`config.mk`:
```
export PLATFORM = sky130hd
export DESIGN_NAME = floor_scheduler_flat
export DESIGN_NICKNAME = d
export VERILOG_FILES = /design/src/rtl/floor_scheduler_if.sv /design/src/rtl/floor_scheduler.sv /design/src/flat_wrapper.sv
export SDC_FILE = /design/constraint.sdc
export NUM_CORES = 1
export LEC_CHECK = 0
export ABC_AREA = 0
export CAP_MARGIN = 20
export CORE_UTILIZATION = 60
export CTS_CLUSTER_SIZE = 16
export DETAILED_ROUTE_END_ITERATION = 8
export PLACE_DENSITY_LB_ADDON = 0.12
export SYNTH_ARGS = -nofsm -noshare
export SYNTH_HDL_FRONTEND = slang
export SYNTH_SLANG_ARGS = --single-unit
```
`constraint.sdc`:
```
create_clock -name i_clk -period 21.1 [get_ports i_clk]
set_clock_uncertainty 0.2 [all_clocks]
set_input_delay 4.22 -clock i_clk [delete_from_list [all_inputs] [get_ports i_clk]]
set_output_delay 4.22 -clock i_clk [all_outputs]
set_load 0.01 [all_outputs]
```
`src/rtl/floor_scheduler_if.sv`:
```
// Floor scheduler bus: frame strobe and pause in, floor table and status out.
// Signal prefixes are from the scheduler's point of view.
//   i_frame_clk   : frame strobe, rising edge starts one update
//   i_pause       : skip the update triggered by the current frame edge
//   o_floor_x/y   : left x / top y per slot (slot i at [i])
//   o_floor_valid : bit i high = slot i is on screen
//   o_step/o_level: current per-frame rise and difficulty level
//   o_busy        : high while an update is in flight
//   o_update_done : one-cycle pulse at the end of each update
interface floor_scheduler_if;
  logic             i_frame_clk;
  logic             i_pause;
  logic [4:0][9:0]  o_floor_x;
  logic [4:0][9:0]  o_floor_y;
  logic [4:0]       o_floor_valid;
  logic [2:0]       o_step;
  logic [3:0]       o_level;
  logic             o_busy;
  logic             o_update_done;

  modport master (
    output i_frame_clk, i_pause,
    input  o_floor_x, o_floor_y, o_floor_valid, o_step, o_level, o_busy, o_update_done
  );

  modport slave (
    input  i_frame_clk, i_pause,
    output o_floor_x, o_floor_y, o_floor_valid, o_step, o_level, o_busy, o_update_done
  );
endinterface

```
`src/rtl/floor_scheduler.sv`:
```
// Floor scheduler: on every frame strobe, raises all live floors by the
// current step (retiring those reaching the top), then spawns at most one
// new floor at the bottom at a pseudo-random x, and tracks difficulty.
// Ports:
//   i_clk : system clock, all state changes on its rising edge
//   i_rst : asynchronous active-high reset
//   bus   : floor_scheduler_if slave modport (see interface header)
module floor_scheduler #(
  parameter int          FLOOR_Y_MIN      = 0,
  parameter int          FLOOR_Y_SPAWN    = 459,
  parameter int          X_SPAN           = 550,
  parameter int          MIN_GAP          = 60,
  parameter int          FRAMES_PER_LEVEL = 600,
  parameter int          STEP_MAX         = 4,
  parameter logic [9:0]  LFSR_SEED        = 10'h2A5
) (
  input  logic             i_clk,
  input  logic             i_rst,
  floor_scheduler_if.slave bus
);

  localparam int FC_W = (FRAMES_PER_LEVEL > 1) ? $clog2(FRAMES_PER_LEVEL) : 1;

  // Slot 0 is the rightmost element of each constant.
  localparam logic [4:0][9:0] X_INIT = {10'd140, 10'd190, 10'd50, 10'd80, 10'd60};
  localparam logic [4:0][9:0] Y_INIT = {10'd420, 10'd350, 10'd300, 10'd200, 10'd120};

  typedef enum logic [1:0] {
    S_IDLE,
    S_UPDATE,
    S_SPAWN,
    S_DONE
  } state_t;

  state_t           r_state;
  logic [2:0]       r_idx;
  logic [4:0][9:0]  r_x;
  logic [4:0][9:0]  r_y;
  logic [4:0]       r_valid;
  logic [2:0]       r_step;
  logic [3:0]       r_level;
  logic [FC_W-1:0]  r_frame_count;
  logic [9:0]       r_lfsr;
  logic             r_frame_clk_d;
  logic             r_busy;
  logic             r_update_done;

  logic             w_frame_edge;
  logic [9:0]       w_lfsr_next;
  logic [10:0]      w_retire_lim;
  logic [4:0]       w_at_top;
  logic             w_spawn_hit;
  logic [2:0]       w_spawn_idx;
  logic             w_any_valid;
  logic [9:0]       w_max_y;
  logic             w_gap_ok;
  logic [9:0]       w_spawn_x;

  assign w_frame_edge = bus.i_frame_clk & ~r_frame_clk_d;

  // Fibonacci LFSR, taps at bits 10 and 7 (x^10 + x^7 + 1).
  assign w_lfsr_next = {r_lfsr[8:0], r_lfsr[9] ^ r_lfsr[6]};

  // Retirement compare is done in 11 bits before any subtraction, so a
  // floor close to the top is retired instead of wrapping past zero.
  assign w_retire_lim = 11'(FLOOR_Y_MIN) + {8'd0, r_step};

  genvar gi;
  generate
    for (gi = 0; gi < 5; gi++) begin : g_slot
      assign w_at_top[gi] = ({1'b0, r_y[gi]} <= w_retire_lim);
    end
  endgenerate

  // Spawn target (lowest-index free slot) and lowest live floor (largest y).
  always_comb begin
    w_spawn_hit = 1'b0;
    w_spawn_idx = 3'd0;
    w_any_valid = 1'b0;
    w_max_y     = 10'd0;
    for (int i = 4; i >= 0; i--) begin
      if (!r_valid[i]) begin
        w_spawn_hit = 1'b1;
        w_spawn_idx = 3'(i);
      end
    end
    for (int i = 0; i < 5; i++) begin
      if (r_valid[i]) begin
        w_any_valid = 1'b1;
        if (r_y[i] > w_max_y) w_max_y = r_y[i];
      end
    end
  end

  assign w_gap_ok  = !w_any_valid ||
                     (({1'b0, w_max_y} + 11'(MIN_GAP)) <= 11'(FLOOR_Y_SPAWN));
  // LFSR spans 0..1023; one conditional subtract folds it into 0..X_SPAN-1.
  assign w_spawn_x = (r_lfsr < 10'(X_SPAN)) ? r_lfsr : (r_lfsr - 10'(X_SPAN));

  always_ff @(posedge i_clk or posedge i_rst) begin
    if (i_rst) begin
      r_state       <= S_IDLE;
      r_idx         <= 3'd0;
      r_x           <= X_INIT;
      r_y           <= Y_INIT;
      r_valid       <= 5'b11111;
      r_step        <= 3'd1;
      r_level       <= 4'd0;
      r_frame_count <= '0;
      r_lfsr        <= LFSR_SEED;
      r_frame_clk_d <= 1'b0;
      r_busy        <= 1'b0;
      r_update_done <= 1'b0;
    end else begin
      r_lfsr        <= w_lfsr_next;
      r_frame_clk_d <= bus.i_frame_clk;
      r_update_done <= 1'b0;
      case (r_state)
        S_IDLE: begin
          if (w_frame_edge && !bus.i_pause) begin
            r_state <= S_UPDATE;
            r_idx   <= 3'd0;
            r_busy  <= 1'b1;
          end
        end
        S_UPDATE: begin
          if (r_valid[r_idx]) begin
            if (w_at_top[r_idx]) r_valid[r_idx] <= 1'b0;
            else                 r_y[r_idx]     <= r_y[r_idx] - {7'd0, r_step};
          end
          if (r_idx == 3'd4) r_state <= S_SPAWN;
          else               r_idx   <= r_idx + 3'd1;
        end
        S_SPAWN: begin
          if (w_spawn_hit && w_gap_ok) begin
            r_valid[w_spawn_idx] <= 1'b1;
            r_y[w_spawn_idx]     <= 10'(FLOOR_Y_SPAWN);
            r_x[w_spawn_idx]     <= w_spawn_x;
          end
          r_state       <= S_DONE;
          r_update_done <= 1'b1;
        end
        S_DONE: begin
          if (r_frame_count == FC_W'(FRAMES_PER_LEVEL - 1)) begin
            r_frame_count <= '0;
            if (r_step < 3'(STEP_MAX)) begin
              r_step <= r_step + 3'd1;
              if (r_level != 4'hF) r_level <= r_level + 4'd1;
            end
          end else begin
            r_frame_count <= r_frame_count + 1'b1;
          end
          r_state <= S_IDLE;
          r_busy  <= 1'b0;
        end
        default: begin
          r_state <= S_IDLE;
          r_busy  <= 1'b0;
        end
      endcase
    end
  end

  assign bus.o_floor_x     = r_x;
  assign bus.o_floor_y     = r_y;
  assign bus.o_floor_valid = r_valid;
  assign bus.o_step        = r_step;
  assign bus.o_level       = r_level;
  assign bus.o_busy        = r_busy;
  assign bus.o_update_done = r_update_done;

endmodule

```
`src/flat_wrapper.sv`:
```
// flat-port wrapper written by rule: the top's interface ports become plain ports
module floor_scheduler_flat 
#(
  parameter int          FLOOR_Y_MIN      = 0,
  parameter int          FLOOR_Y_SPAWN    = 459,
  parameter int          X_SPAN           = 550,
  parameter int          MIN_GAP          = 60,
  parameter int          FRAMES_PER_LEVEL = 600,
  parameter int          STEP_MAX         = 4,
  parameter logic [9:0]  LFSR_SEED        = 10'h2A5
)
  (i_clk, i_rst, bus_i_frame_clk, bus_i_pause, bus_o_floor_x, bus_o_floor_y, bus_o_floor_valid, bus_o_step, bus_o_level, bus_o_busy, bus_o_update_done);
  floor_scheduler_if bus_i ();
  input  logic i_clk;
  input  logic i_rst;
  input wire logic [$bits(bus_i.i_frame_clk)-1:0] bus_i_frame_clk;
  input wire logic [$bits(bus_i.i_pause)-1:0] bus_i_pause;
  output wire logic [$bits(bus_i.o_floor_x)-1:0] bus_o_floor_x;
  output wire logic [$bits(bus_i.o_floor_y)-1:0] bus_o_floor_y;
  output wire logic [$bits(bus_i.o_floor_valid)-1:0] bus_o_floor_valid;
  output wire logic [$bits(bus_i.o_step)-1:0] bus_o_step;
  output wire logic [$bits(bus_i.o_level)-1:0] bus_o_level;
  output wire logic [$bits(bus_i.o_busy)-1:0] bus_o_busy;
  output wire logic [$bits(bus_i.o_update_done)-1:0] bus_o_update_done;
  assign bus_i.i_frame_clk = bus_i_frame_clk;
  assign bus_i.i_pause = bus_i_pause;
  assign bus_o_floor_x = bus_i.o_floor_x;
  assign bus_o_floor_y = bus_i.o_floor_y;
  assign bus_o_floor_valid = bus_i.o_floor_valid;
  assign bus_o_step = bus_i.o_step;
  assign bus_o_level = bus_i.o_level;
  assign bus_o_busy = bus_i.o_busy;
  assign bus_o_update_done = bus_i.o_update_done;
  floor_scheduler #(.FLOOR_Y_MIN(FLOOR_Y_MIN), .FLOOR_Y_SPAWN(FLOOR_Y_SPAWN), .X_SPAN(X_SPAN), .MIN_GAP(MIN_GAP), .FRAMES_PER_LEVEL(FRAMES_PER_LEVEL), .STEP_MAX(STEP_MAX), .LFSR_SEED(LFSR_SEED)) u_core (.i_clk(i_clk), .i_rst(i_rst), .bus(bus_i));
endmodule
```
# Word level (Yosys, flattened, before mapping)
# Index checks and enable logic that the tools add are counted.
dict set report totals {
  word_cells 145
  reg_bits 140
  output_inout_bits 114
}
dict set report op_classes {
  n_bitwise 9
  reduce_logical 19
  n_addsub 7
  n_mux 60
  eq_ne 13
  magnitude_cmp 17
}
# op count
set ops {}
lappend ops {{$mux W10} 15}
lappend ops {{$mux W50} 3}
lappend ops {{$bwmux W50} 2}
lappend ops {{$pmux W50 S2} 1}
lappend ops {{$demux W10 S3} 2}
lappend ops {{$le A10 B3 Y1} 5}
lappend ops {{$gt A10 B10 Y1} 4}
lappend ops {{$bmux W10 S3} 1}
lappend ops {{$or A30 B30 Y30} 1}
lappend ops {{$mux W3} 7}
lappend ops {{$and A20 B20 Y20} 1}
lappend ops {{$not A20 Y20} 1}
lappend ops {{$mux W1} 16}
lappend ops {{$mux W5} 3}
lappend ops {{$reduce_and A4 Y1} 3}
lappend ops {{$add A10 B6 Y11 const B} 1}
lappend ops {{$le A11 B9 Y1 const B} 1}
lappend ops {{$add A10 B1 Y10 const B} 1}
lappend ops {{$eq A10 B10 Y1 const B} 1}
lappend ops {{$gt A10 B1 Y1 const B} 1}
lappend ops {{$lt A10 B10 Y1 const B} 1}
lappend ops {{$ne A2 B1 Y1 const B} 5}
lappend ops {{$pmux W5 S2} 1}
lappend ops {{$sub A10 B10 Y10 const B} 1}
lappend ops {{30 further kinds} 47}

# Depth between registers and ports, before layout
# Gate-level depths: netlist of run 1.
dict set report depth {
  word_depth 21
  mapped_depth 51
  mapped_depth_nobuf 44
}

# Worst setup path before layout of run 1
# No wires, ideal clock.
dict set report synth_path {
  path_type {flip-flop to flip-flop}
  from {reg u_core.r_valid[0] (netlist: u_core.bus.o_floor_valid[0])}
  to {reg u_core.r_x, in the netlist u_core.bus.o_floor_x[11]}
  required_ns 20.772
  t_arrival_ns 10.370
  setup_slack_ns 10.402
  path_stages_with_launch 47
  synth_period_minus_slack_ns 10.698
  setup_ns 0.128
  path_cell_list {dfstp_2 -> clkbuf_1 -> nand2_1 -> ha_1 -> nand4_1 -> a211oi_2 -> a2111oi_4 -> nor2_2 -> clkbuf_1 -> nor2_1 -> a21oi_1 -> ha_1 -> and4_1 -> and3_1 -> nand3_1 -> nor3_1 -> a311o_1 -> nor2_4 -> (+11 left out) -> a21oi_1 -> ha_1 -> a21o_1 -> nor3_1 -> and3_1 -> o31a_1 -> a31o_1 -> a221oi_4 -> mux2_2 -> ha_1 -> a211oi_1 -> a221oi_1 -> a221o_1 -> a221oi_2 -> buf_6 -> or3_1 -> buf_2 -> mux2_1}
}
dict set report synth_via {
  elab_chain_len 18
}
# element line_no
set synth_lines {}
lappend synth_lines {{from (decl)} floor_scheduler.sv:39} ;# logic [4:0] r_valid;
lappend synth_lines {{from (signal assigned)} floor_scheduler.sv:106} ;# r_valid <= 5'b11111;
lappend synth_lines {{from (signal, indexed assignment)} floor_scheduler.sv:128} ;# if (w_at_top[r_idx]) r_valid[r_idx] <= 1'b0;
lappend synth_lines {{from (signal, indexed assignment)} floor_scheduler.sv:136} ;# r_valid[w_spawn_idx] <= 1'b1;
lappend synth_lines {{$mux W10} floor_scheduler.sv:88} ;# if (r_valid[i]) begin
lappend synth_lines {{$gt A10 B10 Y1} floor_scheduler.sv:90} ;# if (r_y[i] > w_max_y) w_max_y = r_y[i];
lappend synth_lines {{$mux W10} floor_scheduler.sv:90}
lappend synth_lines {{$mux W10} floor_scheduler.sv:88}
lappend synth_lines {{$gt A10 B10 Y1} floor_scheduler.sv:90}
lappend synth_lines {{$mux W10} floor_scheduler.sv:90}
lappend synth_lines {{$mux W10} floor_scheduler.sv:88}
lappend synth_lines {{$gt A10 B10 Y1} floor_scheduler.sv:90}
lappend synth_lines {{(+2 left out)} -}
lappend synth_lines {{$gt A10 B10 Y1} floor_scheduler.sv:90}
lappend synth_lines {{$mux W10} floor_scheduler.sv:90}
lappend synth_lines {{$mux W10} floor_scheduler.sv:88}
lappend synth_lines {{$add A10 B6 Y11} floor_scheduler.sv:96} ;# (({1'b0, w_max_y} + 11'(MIN_GAP)) <= 11'(FLOOR_Y_SPAWN));
lappend synth_lines {{$le A11 B9 Y1} floor_scheduler.sv:96}
lappend synth_lines {{$logic_or A1 B1 Y1} floor_scheduler.sv:95} ;# assign w_gap_ok = !w_any_valid ||
lappend synth_lines {{$logic_and A1 B1 Y1} floor_scheduler.sv:135} ;# if (w_spawn_hit && w_gap_ok) begin
lappend synth_lines {{$reduce_and A2 Y1 (no source line)} -}
lappend synth_lines {{to (signal, indexed assignment)} floor_scheduler.sv:138} ;# r_x[w_spawn_idx] <= w_spawn_x;
lappend synth_lines {{to (decl)} floor_scheduler.sv:37} ;# logic [4:0][9:0] r_x;
# Parallel ways exist; a longest one is shown, timed or not.
# A chain may end at the register's enable or synchronous reset.

# Worst setup path in the final report of run 1
dict set report layout_path {
  from {reg u_core.r_valid[0] (netlist: u_core.bus.o_floor_valid[0])}
  to {reg u_core.r_x, in the netlist u_core.bus.o_floor_x[40]}
}
# The elaborated chain is that of the path after synthesis.

==> results list, run 1 <==
- Run status: completed
- Overall fraction of global-route tracks in use: roughly 37%
- Routed length per placed instance: roughly 22 um
- The clock tree synthesis step divided the H-tree into 4 levels.
- Setup repair after global routing left no endpoint under its margin.
- The library cell used most frequently in the layout, excluding fill and tap cells, is sky130_fd_sc_hd__clkdlybuf4s50_1.
- IR analysis of the VDD net gives a maximum drop of 0.0000845 V.
* Top achievable clock speed: 0.0793 GHz
* Share of synthesized registers carrying an async set or reset: 100%
- Synthesis produced a netlist whose cell count is 962.
- Critical Path End Type: register
- Crit path time final: roughly 13 ns
* Number of antenna violations at the first check in global routing: 0
- In the final layout, the multi-input gates occupy 5300 sq um.
- Ratio of cells with drive above 1 in the final layout: around an eighth
* Path depth of the worst reg2reg path: 39
- In the routed layout, each cell is associated on average with a via count of 6.49.
- CP max stage delay: around 0.85 ns
* Crit Path Category: reg2reg
- Measured slew at the worst slew-check pin: about 1.1 ns
- Area growth from synthesis to final layout: 20.5%
- The worst hold path belongs to the class reg2reg.
* Horiz. Die Dim: ~130 um
- Yosys synthesis warning count: 0
- Final Routed Wirelength: 28.1 mm
- Most used flip-flop cell after synthesis: sky130_fd_sc_hd__dfrtp_1
- Across the whole layout, storage elements account for roughly 3600 sq um.
* CP required: ~21 ns
- Net count of the finished layout: between 1000 and 1500
- Number of distinct library cells after synthesis: between 80 and 90
- Leakage power: between 0.004 and 0.005 uW
* Share of the clock period used by the worst path after layout: between 50% and 60%
- Detailed placement ended at an HPWL of 20.0 mm.
- Number of buffers added for setup after CTS: 0
- Setup violations remaining at the end of the flow were counted as 0.
* Crit Path Max Fanout: 23
- Headroom to the max-slew limit came out at a little under a quarter.
- For this run, design rule violations remaining after detail routing come to 0.
- The die is between 100 and 150 um tall.
* Most frequent cells in the layout: 117 x sky130_fd_sc_hd__clkdlybuf4s50_1, 105 x sky130_fd_sc_hd__nor2_1, 90 x sky130_fd_sc_hd__dfrtp_1, 81 x sky130_fd_sc_hd__nand2_1, 69 x sky130_fd_sc_hd__a21oi_1
* Core Area: 15100 sq um
- Total congestion overflow: 0
- For the final routed database, the setup TNS stands at 0 ns.
- By instance count, the cell type seen most on the critical path is sky130_fd_sc_hd__ha_1.
* Mapped Area: 9250 sq um
- Synth Net Count: 1033
- The final-report max-slew violation count is 0.
* Critical Path Source Type: register
- Counting flops with a built-in enable in the synthesized netlist gives 0.
* Clock network latency to the later pin of the worst-skew pair: approximately 0.42 ns
- The tree is rooted in a sky130_fd_sc_hd__clkbuf_16.
* Via count of the first global-routing pass: between 8000 and 9000
- Slowest-stage cell, CP: sky130_fd_sc_hd__dfstp_2
- Dividing the synthesized area by the synthesized cell count gives approximately 9.6 sq um.
* Maximum number of pins on one net before global-route repair: 75
* Hold Crit Depth: 0
* Final core occ: 73.6%
- The first routing iteration left ~830 violations.
* Synthesis-stage register bit count: 140
- Counting the fill cells in the layout gives ~1100.
- The longest clock path from root to sink contains 2 buffers.
* Vias after detailed routing: 8208
* Clock tree from TritonCTS: built
- Area of the die: 15900 sq um
- Top-Level Pins: around 120
- IO Port Bufs: ~120
* Clock transition at the register clock pins on the worst setup and hold paths after CTS: 0.06 ns
- The count of final hold-check violations was 0.
- Endpoint arrival time on the critical path: 12.71 ns
- The first global-routing pass estimated around 45 mm of wire.
- Starting utilization of the core area: approximately 61%
- Across the run, the number of max-cap violations was 0.
- Final ANT Viol Nets: 0
- In this run, post-CTS hold repair placed 0 buffers.
- Before antenna repair, the detailed router went through 5 iterations.
* Sequential element share of the synthesized area: 38.6%
- CTS sink count: 140
- Ant diodes: 0
- The number of clock buffers added by TritonCTS is 17.
- Number of cell rows: 45
- Resized cells post-CTS: 0
- Last weighted congestion value of the routability-driven placer: about 1
- Power density over cell area: roughly 160 nW/um^2
[power by group]
group	total [uW]	switching (uW)	internal [uW]	leakage, uW
logic	959	566	393	0.00274
registers	460	128	332	0.00171
clock network	326	122	204	0.000315
total	1740	816	929	0.00477
[registers in the layout, indices dropped and copies added, names as in the netlist]
register / flops
u_core.bus.o_busy: 1
u_core.r_idx: 3
u_core.bus.o_step: 3
u_core.r_lfsr: 10
u_core.bus.o_floor_x: 50
u_core.r_state: 2
u_core.r_frame_clk_d: 1
u_core.bus.o_update_done: 1
u_core.bus.o_floor_valid: 5
u_core.bus.o_level: 4
u_core.bus.o_floor_y: 50
u_core.r_frame_count: 10
[final cells by class]
class | instances | area share [%]
clock buffers | 18 | 3.94
clock inverters | 14 | 1.84
inverters | 45 | 1.56
multi-input cells | 736 | 47.6
flip-flops and latches | 140 | 32.0
well taps | 188 | 2.11
repair buffers | 124 | 11.0
[logic make-up (layout without fill, tap and decap cells)]
| kind of cell | count (synthesis) | count (layout) | share of synthesized area [%] |
|---|---|---|---|
| xor+xnor | 27 | 27 | 2.56 |
| flops | 140 | 140 | 38.6 |
| compound gates | 230 | 230 | 17.6 |
| fa+ha+maj | 67 | 67 | 9.15 |
| mux | 78 | 78 | 10.3 |
| buf+inv | 86 | 201 | 4.09 |
| simple gates | 334 | 334 | 17.8 |
[worst max-delay path: cells and delay by family, from the launching register on]
kind	cells	cell delay, ns
AOI/OAI and AO/OA	13	3.88
adders and majority gates	5	1.63
buffers and inverters	1	0.12
DFF	1	0.85
muxes	4	1.37
and+or+nand+nor	16	4.39
[final timing paths]
| check | start | end | slack, ns |
|---|---|---|---|
| max | u_core.bus.o_floor_valid[0]$_DFFE_PP1P_ | u_core.bus.o_floor_x[40]$_DFFE_PP0P_ | 8.48 |
| min | u_core.r_lfsr[5]$_DFF_PP1_ | u_core.r_lfsr[6]$_DFF_PP0_ | 0.23 |
| max reg2reg | u_core.bus.o_floor_valid[0]$_DFFE_PP1P_ | u_core.bus.o_floor_x[40]$_DFFE_PP0P_ | 8.48 |
| min reg2reg | u_core.r_lfsr[5]$_DFF_PP1_ | u_core.r_lfsr[6]$_DFF_PP0_ | 0.23 |
| max in group asynchronous | i_rst | u_core.bus.o_floor_y[20]$_DFFE_PP0P_ | 15.29 |
| min in group asynchronous | i_rst | u_core.r_frame_count[8]$_DFFE_PP0P_ | 4.05 |
[cells in the mapped netlist, types with 5 or more instances]
master / number / area, sq um
sky130_fd_sc_hd__inv_1: 45 / 169
sky130_fd_sc_hd__a211oi_1: 8 / 60.1
sky130_fd_sc_hd__buf_1: 7 / 26.3
sky130_fd_sc_hd__nand4_1: 10 / 62.6
sky130_fd_sc_hd__mux2_2: 20 / 225
sky130_fd_sc_hd__a21o_1: 12 / 90.1
sky130_fd_sc_hd__nand3b_1: 5 / 37.5
sky130_fd_sc_hd__xnor2_1: 11 / 96.3
sky130_fd_sc_hd__and2_1: 13 / 81.3
sky130_fd_sc_hd__o41ai_1: 6 / 52.6
sky130_fd_sc_hd__dfstp_2: 50 / 1310
sky130_fd_sc_hd__xor2_1: 16 / 140
sky130_fd_sc_hd__a31o_1: 17 / 149
sky130_fd_sc_hd__mux2_1: 35 / 394
sky130_fd_sc_hd__buf_6: 5 / 56.3
sky130_fd_sc_hd__mux2i_1: 15 / 150
sky130_fd_sc_hd__buf_2: 8 / 40.0
sky130_fd_sc_hd__nor3_1: 20 / 100
sky130_fd_sc_hd__a22oi_1: 10 / 75.1
sky130_fd_sc_hd__nor3b_1: 6 / 45.0
sky130_fd_sc_hd__o21ai_0: 31 / 155
sky130_fd_sc_hd__nor2_1: 105 / 394
sky130_fd_sc_hd__clkbuf_1: 19 / 71.3
sky130_fd_sc_hd__or3_1: 8 / 50.1
sky130_fd_sc_hd__nor4_1: 9 / 56.3
sky130_fd_sc_hd__o2bb2ai_1: 5 / 43.8
sky130_fd_sc_hd__and3_1: 12 / 75.1
sky130_fd_sc_hd__mux4_2: 8 / 180
sky130_fd_sc_hd__nand3_1: 26 / 130
sky130_fd_sc_hd__nand2_1: 81 / 304
sky130_fd_sc_hd__a31oi_1: 11 / 68.8
sky130_fd_sc_hd__nor2b_1: 9 / 56.3
sky130_fd_sc_hd__ha_1: 66 / 826
sky130_fd_sc_hd__a21oi_1: 69 / 345
sky130_fd_sc_hd__dfrtp_1: 90 / 2250
sky130_fd_sc_hd__o211ai_1: 5 / 37.5
[per-stage QoR]
stage / hold slack (ns) / instance area (sq um) / cells / power, uW / setup WS, ns
after floorplan: 0.196 / 9250 / 962 / 1090 / 10.40
after global placement: 0.209 / 10500 / 1232 / 1380 / 8.80
after detailed placement: 0.212 / 10500 / 1232 / 1390 / 8.72
after CTS: 0.226 / 11100 / 1264 / 1720 / 8.64
after global routing: 0.236 / 11100 / 1265 / 1860 / 7.50
final: 0.227 / 11100 / 1265 / 1740 / 8.48
[routing by layer]
metal | vias up | track usage [%] | wire (um)
met5 | - | 0 | 0
met4 | 0 | 18.2 | 1300
met3 | 98 | 8.37 | 2270
met2 | 419 | 60.7 | 13400
met1 | 3953 | 45.3 | 11100
li1 | 3738 | - | -
Power figures use the tool's default switching activity.
==> run 2, diff against run 1 <==
--- a/config.mk
+++ b/config.mk
@@ -7,7 +7,7 @@
 export LEC_CHECK = 0
 export ABC_AREA = 0
 export CAP_MARGIN = 20
-export CORE_UTILIZATION = 60
+export CORE_UTILIZATION = 57
 export CTS_CLUSTER_SIZE = 16
 export DETAILED_ROUTE_END_ITERATION = 8
 export PLACE_DENSITY_LB_ADDON = 0.12
==> constraint.sdc (replaced) <==
create_clock -name i_clk -period 12.5 [get_ports i_clk]
set_clock_uncertainty 0.2 [all_clocks]
set_input_delay 2.5 -clock i_clk [delete_from_list [all_inputs] [get_ports i_clk]]
set_output_delay 2.5 -clock i_clk [all_outputs]
set_load 0.01 [all_outputs]
==> run 2 against run 1 <==
Die area is 5.2% higher. Non-clock buffer count is the same. Clock power is 61% higher.
==> results list, run 2 (synthesized netlist as in run 1, its figures left out) <==
* Ratio of cells with drive above 1 in the final layout: a little over an eighth
* Sw Pwr: between 1000 and 1500 uW
- Hold Crit Endpoint: u_core.r_lfsr[6]$_DFF_PP0_
* Sum of net half-perimeters after detailed placement: approximately 19 mm
- In this run the static leakage power is 0.00476 uW.
- Setup slack of the most critical reg-to-reg path: ~0.73 ns
- The worst setup path is launched from a register.
- Once the floorplan was initialized, standard cells occupied 58.2% of the core.
* H-tree level count: 4
- The flow ran to the end, and the final reports show no timing, DRC or antenna violations.
* Internal power: 1560 uW
* Max Cap Violations: 0
* Path depth of the worst reg2reg path: 42
* Crit Path Category: reg2reg
* Final ANT Viol Nets: 0
- In this run the deepest clock path goes through 2 buffers.
* Measured slew at the worst slew-check pin: 1.12 ns
* Combinational group share of total power: a little under three fifths
* Horiz. Die Dim: about 130 um
- Setup repair after global routing could not meet its margin everywhere.
* Worst IR drop on VDD: between 0.00015 and 0.0002 V
* Top achievable clock speed: around 0.085 GHz
* Area growth from synthesis to final layout: 20.9%
* Final Routed Wirelength: about 26 mm
* CTS sink count: 140
* Number of cell rows: between 40 and 50
- In this run the worst path has a maximum fanout of 23.
* Vias after detailed routing: about 8000
- Clock network latency to the later pin of the worst-skew pair: around 0.42 ns
- Portion of total power attributed to sequential cells: a little over a quarter
- In the global route stage, overall resource usage came out at around 32%.
* Critical register-to-register path endpoint: u_core.bus.o_floor_x[38]$_DFFE_PP0P_
* Reg-to-reg critical path startpoint: u_core.bus.o_floor_valid[0]$_DFFE_PP1P_
* Most frequent cells in the layout: 117 x sky130_fd_sc_hd__clkdlybuf4s50_1, 105 x sky130_fd_sc_hd__nor2_1, 90 x sky130_fd_sc_hd__dfrtp_1, 80 x sky130_fd_sc_hd__nand2_1, 69 x sky130_fd_sc_hd__a21oi_1
- IO Port Bufs: around 120
- Cell repeated most along the worst path: sky130_fd_sc_hd__ha_1
* Clock buffers created by TritonCTS: 17
- CP max stage delay: roughly 0.84 ns
* Critical Path End Type: register
* Filler Cells Inserted: about 1200
- Worst hold margin: around 0.22 ns
* Clock tree from TritonCTS: built
- Register area: 3570 sq um
- Detailed-route DRC error count: 0
- Normalized max-slew margin: about a quarter
- Overall power consumption after layout is estimated at approximately 2900 uW.
- The tree is rooted in a sky130_fd_sc_hd__clkbuf_16.
- The number of global-route vias before repair was 7378.
* Power density over cell area: approximately 260 nW/um^2
- Share of the clock period used by the worst path after layout: 94.2%
* Number of antenna violations at the first check in global routing: 0
- Multi-input gate area in the final layout: ~5300 sq um
- On the critical path, the stage with the largest delay is an instance of sky130_fd_sc_hd__dfstp_2.
* Die height: 129 um
* Clock share of power: 18.0%
- Last weighted congestion value of the routability-driven placer: approximately 0.96
* Clock transition at the register clock pins on the worst setup and hold paths after CTS: ~0.06 ns
- Number of placed cells counting well taps: roughly 1300
- Startpoint of the tightest hold check path: u_core.r_lfsr[5]$_DFF_PP1_
* Number of pins with negative max-slew slack in the final report: 0
- In the final routed layout, each cell accounts on average for a little over 20 um.
* CP required: 12.60 ns
- For this design the top-level I/O count stands at 118.
- After the last flow step, the layout net total stands at roughly 1100.
- The count of final hold-check violations came to 0.
- Global routing finished with a remaining overflow of 0.
- Entering global routing, the biggest net connects 82 pins.
- Cells fill just over 70% of the core in the end.
- Wire length of the first global-routing pass: about 41 mm
* Endpoints failing setup: 0
- The detailed router finished its first iteration with just under 900 violations.
* Fraction of power spent switching nets: between 40% and 50%
* Crit path time final: about 12 ns
* DR vias/cell: between 6 and 7
* Hold Crit Depth: 0
- Data arrives at the worst endpoint at between 10 and 15 ns.
- The finished layout holds ~1300 standard cells, fillers aside.
* Area of the die: 16700 sq um
* Core Area: approximately 16000 sq um
* Ant diodes: 0
- Number of buffers added to fix hold violations after cts: 0
- Pre-antenna DRT Iters: 5
- The min-delay analysis places its worst path in the category reg2reg.
* Commonest non-fill, non-tap cell in the layout: sky130_fd_sc_hd__clkdlybuf4s50_1
-- run 2: worst max-delay path: cells and delay by family (launching register included) --
family	cells	cell delay [ns]
buffers and inverters	2	0.33
muxes	3	1.24
DFF	1	0.84
adders and majority gates	5	1.61
AOI/OAI and AO/OA	19	4.27
and+or+nand+nor	13	3.15
-- run 2: cell type report --
type | instances | share of cell area [%]
clock buffer | 17 | 3.80
clock inverter | 15 | 1.67
inverter | 45 | 1.56
multi-input combinational | 736 | 47.6
sequential | 140 | 31.9
tap | 216 | 2.42
timing repair buffer | 124 | 11.0
-- run 2: power by group through the flow --
stage,registers (uW),clock network (uW),logic (uW)
floorplan,687,0,1150
global placement,757,0,1560
detailed placement,756,0,1580
CTS,749,529,1590
global route,766,549,1790
finish,759,526,1630
-- run 2: stage by stage --
step	instance area [sq um]	setup WS, ns	setup TNS (ns)
floorplan	9250	1.80	0
global placement	10500	0.789	0
detailed placement	10500	0.612	0
CTS	11100	0.522	0
global route	11200	-0.0649	-1.13
finish	11200	0.728	0
-- run 2: routing by layer --
metal / routed length, um / global-route usage, %
met1: 11800 / 47.1
met2: 11600 / 48.1
met3: 2550 / 6.94
met4: 432 / 10.2
met5: 0 / 0
-- run 2: how the worst max path moves through the flow --
stage                                            start                                   end  slack (ns)
6_report       u_core.bus.o_floor_valid[0]$_DFFE_PP1P_  u_core.bus.o_floor_x[38]$_DFFE_PP0P_        0.73
3_3_place_gp   u_core.bus.o_floor_valid[0]$_DFFE_PP1P_  u_core.bus.o_floor_x[38]$_DFFE_PP0P_        0.79
3_5_place_dp   u_core.bus.o_floor_valid[0]$_DFFE_PP1P_  u_core.bus.o_floor_x[38]$_DFFE_PP0P_        0.61
2_1_floorplan  u_core.bus.o_floor_valid[0]$_DFFE_PP1P_  u_core.bus.o_floor_x[11]$_DFFE_PP0P_        1.80
5_1_grt        u_core.bus.o_floor_valid[0]$_DFFE_PP1P_  u_core.bus.o_floor_x[45]$_DFFE_PP0P_       -0.06
4_1_cts        u_core.bus.o_floor_valid[0]$_DFFE_PP1P_  u_core.bus.o_floor_x[38]$_DFFE_PP0P_        0.52
-- run 2: repair_timing --
item / 4_1_cts / 5_1_grt
endpoints found under the setup margin: 0 / 103
buffers inserted: 0 / 1
gates resized for setup: 0 / 4
